## src/rtl/debounce_pkg.sv

```systemverilog
// debounce_pkg
//   Shared definitions for the multi-channel debouncer.
//   - cnt_width(): width needed to hold values 0..n (clog2(n+1), minimum 1)
//   - inactive_level(): synchroniser reset value for a given pin polarity
//   - DEF_STABLE_CYCLES / DEF_LONG_CYCLES: default timing parameters
//   No ports.
package debounce_pkg;

  localparam int unsigned DEF_STABLE_CYCLES = 32'd250000;
  localparam int unsigned DEF_LONG_CYCLES   = 32'd1000000;

  // Number of bits required to represent 0..n; never less than one bit.
  function automatic int unsigned cnt_width(input int unsigned n);
    int unsigned w;
    w = $clog2(n + 32'd1);
    if (w < 32'd1) begin
      w = 32'd1;
    end else begin
      w = w;
    end
    return w;
  endfunction

  // Pin level that means "not pressed" before polarity normalisation.
  function automatic logic inactive_level(input bit active_low);
    return active_low ? 1'b1 : 1'b0;
  endfunction

endpackage

```

## src/rtl/debounce_channel.sv

```systemverilog
// debounce_channel
//   One channel: 2-flop synchroniser, stability counter, debounced level,
//   press/release strobes and (with MULTI_DEBOUNCE_LONG_PRESS_EN defined) a
//   saturating hold counter that raises a one-cycle long-press strobe.
//   Ports:
//     clk        in   system clock
//     rst_n      in   asynchronous active-low reset
//     pin        in   raw asynchronous pin
//     level_o    out  debounced pressed level (1 = pressed)
//     press_o    out  1-cycle strobe on accepted press
//     release_o  out  1-cycle strobe on accepted release
//     long_o     out  1-cycle strobe on long press (0 without the macro)
module debounce_channel
  import debounce_pkg::*;
#(
  parameter int unsigned STABLE_CYCLES = DEF_STABLE_CYCLES,
  parameter int unsigned LONG_CYCLES   = DEF_LONG_CYCLES,
  parameter bit          ACTIVE_LOW    = 1'b0
) (
  input  logic clk,
  input  logic rst_n,
  input  logic pin,
  output logic level_o,
  output logic press_o,
  output logic release_o,
  output logic long_o
);

  localparam int unsigned       CW       = cnt_width(STABLE_CYCLES);
  localparam logic [CW-1:0]     CNT_LAST = CW'(STABLE_CYCLES - 32'd1);
  localparam logic              INACTIVE = inactive_level(ACTIVE_LOW);

  logic          sync1_q, sync2_q;
  logic          sync_lvl_s;
  logic [CW-1:0] cnt_q, cnt_d;
  logic          level_q, level_d;
  logic          press_q, press_d;
  logic          release_q, release_d;

  // Synchroniser flops; reset to the idle pin level so reset never looks like a press.
  always_ff @(posedge clk or negedge rst_n) begin
    if (!rst_n) begin
      sync1_q <= INACTIVE;
      sync2_q <= INACTIVE;
    end else begin
      sync1_q <= pin;
      sync2_q <= sync1_q;
    end
  end

  // Stability counter: any cycle agreeing with the current level restarts the count.
  always_comb begin
    sync_lvl_s = ACTIVE_LOW ? ~sync2_q : sync2_q;
    cnt_d      = cnt_q;
    level_d    = level_q;
    press_d    = 1'b0;
    release_d  = 1'b0;
    if (sync_lvl_s == level_q) begin
      cnt_d = '0;
    end else if (cnt_q == CNT_LAST) begin
      cnt_d     = '0;
      level_d   = sync_lvl_s;
      press_d   = sync_lvl_s;
      release_d = ~sync_lvl_s;
    end else begin
      cnt_d = cnt_q + CW'(1);
    end
  end

  // Counter, level and strobe registers.
  always_ff @(posedge clk or negedge rst_n) begin
    if (!rst_n) begin
      cnt_q     <= '0;
      level_q   <= 1'b0;
      press_q   <= 1'b0;
      release_q <= 1'b0;
    end else begin
      cnt_q     <= cnt_d;
      level_q   <= level_d;
      press_q   <= press_d;
      release_q <= release_d;
    end
  end

  assign level_o   = level_q;
  assign press_o   = press_q;
  assign release_o = release_q;

`ifdef MULTI_DEBOUNCE_LONG_PRESS_EN
  localparam int unsigned   HW        = cnt_width(LONG_CYCLES);
  localparam logic [HW-1:0] HOLD_MAX  = HW'(LONG_CYCLES);
  localparam logic [HW-1:0] HOLD_LAST = HW'(LONG_CYCLES - 32'd1);

  logic [HW-1:0] hold_q, hold_d;
  logic          long_q, long_d;

  // Hold counter runs while pressed and saturates at LONG_CYCLES so the strobe fires once.
  always_comb begin
    hold_d = hold_q;
    long_d = 1'b0;
    if (!level_q) begin
      hold_d = '0;
    end else if (hold_q == HOLD_MAX) begin
      hold_d = hold_q;
    end else begin
      hold_d = hold_q + HW'(1);
      long_d = (hold_q == HOLD_LAST);
    end
  end

  // Hold counter and long-press strobe registers.
  always_ff @(posedge clk or negedge rst_n) begin
    if (!rst_n) begin
      hold_q <= '0;
      long_q <= 1'b0;
    end else begin
      hold_q <= hold_d;
      long_q <= long_d;
    end
  end

  assign long_o = long_q;
`else
  logic unused_long_s;
  assign unused_long_s = (LONG_CYCLES == 32'd0);
  assign long_o        = 1'b0;
`endif

endmodule

```

## src/rtl/multi_debounce.sv

```systemverilog
// multi_debounce
//   N-channel synchronise-and-debounce front end for buttons and switches.
//   Optional long-press detection is built when MULTI_DEBOUNCE_LONG_PRESS_EN
//   is defined; otherwise btn_long is tied to 0.
//   Ports:
//     clk          in   system clock
//     rst_n        in   asynchronous active-low reset
//     button       in   [NUM_CH] raw asynchronous pins
//     btn_level    out  [NUM_CH] debounced pressed level
//     btn_press    out  [NUM_CH] 1-cycle press strobes
//     btn_release  out  [NUM_CH] 1-cycle release strobes
//     btn_long     out  [NUM_CH] 1-cycle long-press strobes
//     any_press    out  OR of btn_press in the same cycle
module multi_debounce
  import debounce_pkg::*;
#(
  parameter int unsigned NUM_CH        = 32'd4,
  parameter int unsigned STABLE_CYCLES = DEF_STABLE_CYCLES,
  parameter bit          ACTIVE_LOW    = 1'b0,
  parameter int unsigned LONG_CYCLES   = DEF_LONG_CYCLES
) (
  input  logic              clk,
  input  logic              rst_n,
  input  logic [NUM_CH-1:0] button,
  output logic [NUM_CH-1:0] btn_level,
  output logic [NUM_CH-1:0] btn_press,
  output logic [NUM_CH-1:0] btn_release,
  output logic [NUM_CH-1:0] btn_long,
  output logic              any_press
);

  for (genvar i = 0; i < NUM_CH; i++) begin : g_ch
    debounce_channel #(
      .STABLE_CYCLES (STABLE_CYCLES),
      .LONG_CYCLES   (LONG_CYCLES),
      .ACTIVE_LOW    (ACTIVE_LOW)
    ) u_ch (
      .clk       (clk),
      .rst_n     (rst_n),
      .pin       (button[i]),
      .level_o   (btn_level[i]),
      .press_o   (btn_press[i]),
      .release_o (btn_release[i]),
      .long_o    (btn_long[i])
    );
  end

  // OR of registered strobes, so this is glitch-free and aligned with btn_press.
  assign any_press = |btn_press;

endmodule
```

## config.mk

```make
export PLATFORM = sky130hd
export DESIGN_NAME = multi_debounce
export DESIGN_NICKNAME = d
export VERILOG_FILES = /design/src/rtl/debounce_pkg.sv /design/src/rtl/debounce_channel.sv /design/src/rtl/multi_debounce.sv
export SDC_FILE = /design/constraint.sdc
export NUM_CORES = 1
export LEC_CHECK = 0
export CAP_MARGIN = 20
export CORE_MARGIN = 2
export CORE_UTILIZATION = 43
export DETAILED_ROUTE_END_ITERATION = 10
export PLACE_DENSITY = 0.72
export SLEW_MARGIN = 30
export SYNTH_ARGS = -nofsm -noshare
export SYNTH_HDL_FRONTEND = slang
export SYNTH_SLANG_ARGS = --single-unit
```

## constraint.sdc

```tcl
create_clock -name clk -period 2.2 [get_ports clk]
set_input_delay 0.44 -clock clk [delete_from_list [all_inputs] [get_ports clk]]
set_output_delay 0.44 -clock clk [all_outputs]
set_load 0.005 [all_outputs]
```

Yosys cells after proc, flatten, opt, wreduce, memory -nomap -nowiden
Cells that the tools add are included.
{"block": "op_classes", "addsub": 4, "n_eq_ne": 8, "muxes": 24, "n_bitwise": 8, "n_reduce_logical": 5}
{"op": "$mux 18", "n": 8}
{"op": "$add 18x1->18 const B", "n": 4}
{"op": "$eq 18x18->1 const B", "n": 4}
{"op": "$mux 1", "n": 16}
{"op": "$not 1->1", "n": 8}
{"op": "$reduce_and 2->1", "n": 4}
{"op": "$eq 1x1->1", "n": 4}
{"op": "$reduce_or 4->1", "n": 1}
{"block": "totals", "regBits": 92, "in_bits": 6, "out_inout_bits": 17, "wordCells": 73}

Depth between registers and ports, before layout
{"block": "depth", "word_depth": 3, "depth_mapped": 6, "ltp_nobuf": 5}

By module
A second synthesis with hierarchy kept.
{"block": "unflattened", "hier_cells": 417, "hier_area_um2": 4361.7}
{"module": "debounce_channel", "instances": 4, "cells_each": 104, "area_each_um2": 1088.5, "seq_area_each_um2": 575.6}
{"module": "multi_debounce", "instances": 1, "cells_each": 1, "area_each_um2": 7.5, "seq_area_each_um2": 0.0}

Least setup slack after synthesis
No wires, ideal clock.
{"block": "synth_timing", "path_kind": "register to register", "from": "reg g_ch[1].u_ch.cnt_q[11]", "to": "reg g_ch[1].u_ch.level_q", "setup_time_ps": 127, "arrival_ps": 1728, "required_time_ps": 2073, "path_slack_ps": 345, "stages_incl_launch_ff": 5, "synth_period_minus_slack_ps": 1855, "cell_sequence": "dfrtp_1 nor4_1 nand4_1 or4_4 mux2_1"}
{"block": "synth_between", "elab_chain_cells": 2}
{"element": "from (decl)", "line_no": "debounce_channel.sv:35", "text": "logic [CW-1:0] cnt_q, cnt_d;"}
{"element": "from (signal assigned)", "line_no": "debounce_channel.sv:78", "text": "cnt_q <= cnt_d;"}
{"element": "$eq 18x18->1", "line_no": "debounce_channel.sv:60", "text": "end else if (cnt_q == CNT_LAST) begin"}
{"element": "$reduce_and 2->1 (no line)"}
{"element": "to (signal assigned)", "line_no": "debounce_channel.sv:79", "text": "level_q <= level_d;"}
{"element": "to (decl)", "line_no": "debounce_channel.sv:36", "text": "logic level_q, level_d;"}
No other way between the ends.
A chain may end at the register's enable or synchronous reset.

Final worst setup path
Ends and elaborated chain as after synthesis.

==> impl_metrics.tcl <==
set metrics [dict create \
    die_w_um 105 \
    routed_via_density 5.32 \
    place_congestion 0.893 \
    drive_above_1_share_pct 7.30 \
    clkLatencyLatePin_ns 0.36 \
    io_buffers 18 \
    die_h_um 105 \
    worstPathCellList "nor4_1 > nand4_1 > or4_4 > mux2_1" \
    ant_nets 0 \
    ys_types 39 \
    core_um2 9820 \
    synth-edff-count 0 \
    dr.pass1.iters 6 \
    die-area_um2 11000 \
    internal-power_mw 2.19 \
    grt_usage_pct 15.4 \
    ys_seq_area_share_pct 52.5 \
    path_class "reg -> reg" \
    period_share_pct 89.8 \
    max_freq_mhz 506 \
    crit_path_max_incr_delay_ns 0.61 \
    status "complete, no violations" \
    p_sw_share_pct 22.8 \
    cts.path.max_buffers 2 \
    cts_tree "done" \
    endpoint_kind "register" \
    drt_iter0_markers 194 \
    n_antenna_cell 0 \
    required_ns 2.44 \
    start_util_pct 44.6 \
    p_comb_share_pct 4.1 \
    grt_antenna_before_repair 0 \
    yosys_warnings 0 \
    slew_violations 0 \
    synthArstFlopShare_pct 100 \
    rsz0062_at_grt "false" \
    rows 36 \
    drv_cap 0 \
    syn-cell-area_um2 4380 \
    synthCells 432 \
    synth_largest_area_cell "dfrtp_1" \
    yosys_register_bits 92 \
    utilization_pct 49.2 \
    p_leak_nw 1.94 \
    path_clk_slew_ns 0.09 \
    grt-ovfl-total 0 \
    dp_hpwl_mm 5.33 \
    vias 3112 \
    fin_tns_setup_ns 0 \
    root_buffer "clkbuf_8" \
    seqPwrFrac_pct 61.4 \
    max_slew.worst_pin.slew_ns 0.615 \
    worstSetupStartpointType "register" \
    fin_worst_skew_ns 0.0122 \
    ir_drop_mv 0.538 \
    grt_max_degree 41 \
    yosys-top-cells-count "dfrtp_1, nor2_1, xnor2_1" \
    grt_pass1_wl_mm 13.7 \
    syn_area_per_cell_um2 10.1 \
    synthTopCellsByArea "dfrtp_1, xnor2_1, nor2_1" \
    drc 0 \
    wl_mm 7.84 \
    boundaryPins 23 \
    p_per_area_nw_per_um2 587 \
    max-slew-margin-rel_pct 58.6 \
    post_drt_wl_per_cell_um 13.4 \
    critPathSlowestCell "or4_4" \
    synth.most_common_cell "dfrtp_1" \
    clkPwrFrac_pct 34.5 \
    htree_levels 3 \
    area_growth_pct 10.2 \
    yosys.area.top_type_share_pct 52.5 \
    grt_pass1_vias 3033 \
    holdCritPathClass "reg -> reg" \
    cts_sinks 92 \
    cp_max_fo 4 \
    nets 459 \
    final-setup-viol-count 0 \
    worstPathArrival_ns 2.22 \
    cts-buffers-inserted 9 \
    min_period_ns 1.98 \
    synthFlopType "dfrtp_1" \
    net-switching-power_uw 645 \
    hold_violations 0 \
]
## sequential cells by signal (all words and copies together), names as in the netlist
register and cells:
g_ch.u_ch.cnt_q 72, g_ch.u_ch.level_o 4, g_ch.u_ch.press_o 4, g_ch.u_ch.release_o 4, g_ch.u_ch.sync1_q 4, g_ch.u_ch.sync2_q 4
## layout by cell type (no fill, tap or decap), types with 10 or more instances in the layout
cell              n
nor2_1           68
dfrtp_1          92
nor4_1           15
inv_1            12
nor3_1           13
a21oi_1          13
nand3_1          18
clkbuf_8         10
clkdlybuf4s50_1  16
nand4_1          26
nand2_1          23
xnor2_1          41
xor2_1           14
## power groups by stage
stage | logic (mW) | registers [mW] | clock network [mW]
after floorplan | 0.0574 | 1.77 | 0
after global placement | 0.116 | 1.77 | 0
after detailed placement | 0.118 | 1.77 | 0
after CTS | 0.121 | 1.74 | 1.01
after global routing | 0.136 | 1.74 | 1.09
final | 0.117 | 1.74 | 0.977
## logic make-up after synthesis
kind of cell | synth area share (%)
AO/OA/AOI/OAI | 4.48
XOR/XNOR | 11.0
adder cells (fa/ha/maj) | 1.14
buffers and inverters | 4.68
flip-flops | 52.5
multiplexers | 1.03
other | 0.0856
AND/OR/NAND/NOR | 25.0
## worst max-delay path: cells and delay by family, from the launching register on
family / cells / cell delay [ns]
DFF: 1 / 0.44
muxes: 1 / 0.32
and+or+nand+nor: 3 / 1.09
## area by class of cell
class,count,area (µm²)
inverter,12,45.0
tap,133,166
sequential,92,2300
clock inverter,2,12.5
clock buffer,12,145
fill,942,4990
timing repair buffer,28,270
multi-input combinational,306,1890
## worst paths after layout
| path | start | to | slack (ns) | depth (start not counted) |
|---|---|---|---|---|
| hold / removal | g_ch[2].u_ch.sync1_q | g_ch[2].u_ch.sync2_q | 0.36 | 0 |
| min in group asynchronous | rst_n | g_ch[2].u_ch.cnt_q[14] | 0.50 | 2 |
| setup / recovery | g_ch[1].u_ch.cnt_q[11] | g_ch[1].u_ch.level_o | 0.22 | 4 |
| max in group asynchronous | rst_n | g_ch[1].u_ch.cnt_q[9] | 1.14 | 3 |
| hold reg to reg | g_ch[2].u_ch.sync1_q | g_ch[2].u_ch.sync2_q | 0.36 | 0 |
| setup reg to reg | g_ch[1].u_ch.cnt_q[11] | g_ch[1].u_ch.level_o | 0.22 | 4 |
## metrics by stage
step	hold WS [ns]	worst slack, ns	instance area, µm²	cells	power, mW
after global placement	0.332	0.280	4660	570	1.89
after CTS	0.366	0.00152	4820	585	2.87
after global routing	0.375	0.155	4830	585	2.97
after detailed placement	0.342	0.258	4660	570	1.89
after floorplan	0.144	0.345	4390	435	1.82
final	0.363	0.223	4830	585	2.83
## layer usage
layer	vias to the layer above	part of all wire, %	GRT usage, %
met3	14	3.9	3.18
met4	0	2.1	9.05
met2	67	46	23.0
met1	1506	48	20.8
li1	1525	-	-
met5	-	0	0
## repair_timing
action                                  CTS  global route
endpoints found under the setup margin    0             1
hold buffers                              1             0
buffers inserted                          0             0
gates resized for setup                   0             1
hold endpoints to repair                 22             0
No activity file was read; power rests on OpenSTA's default activity.
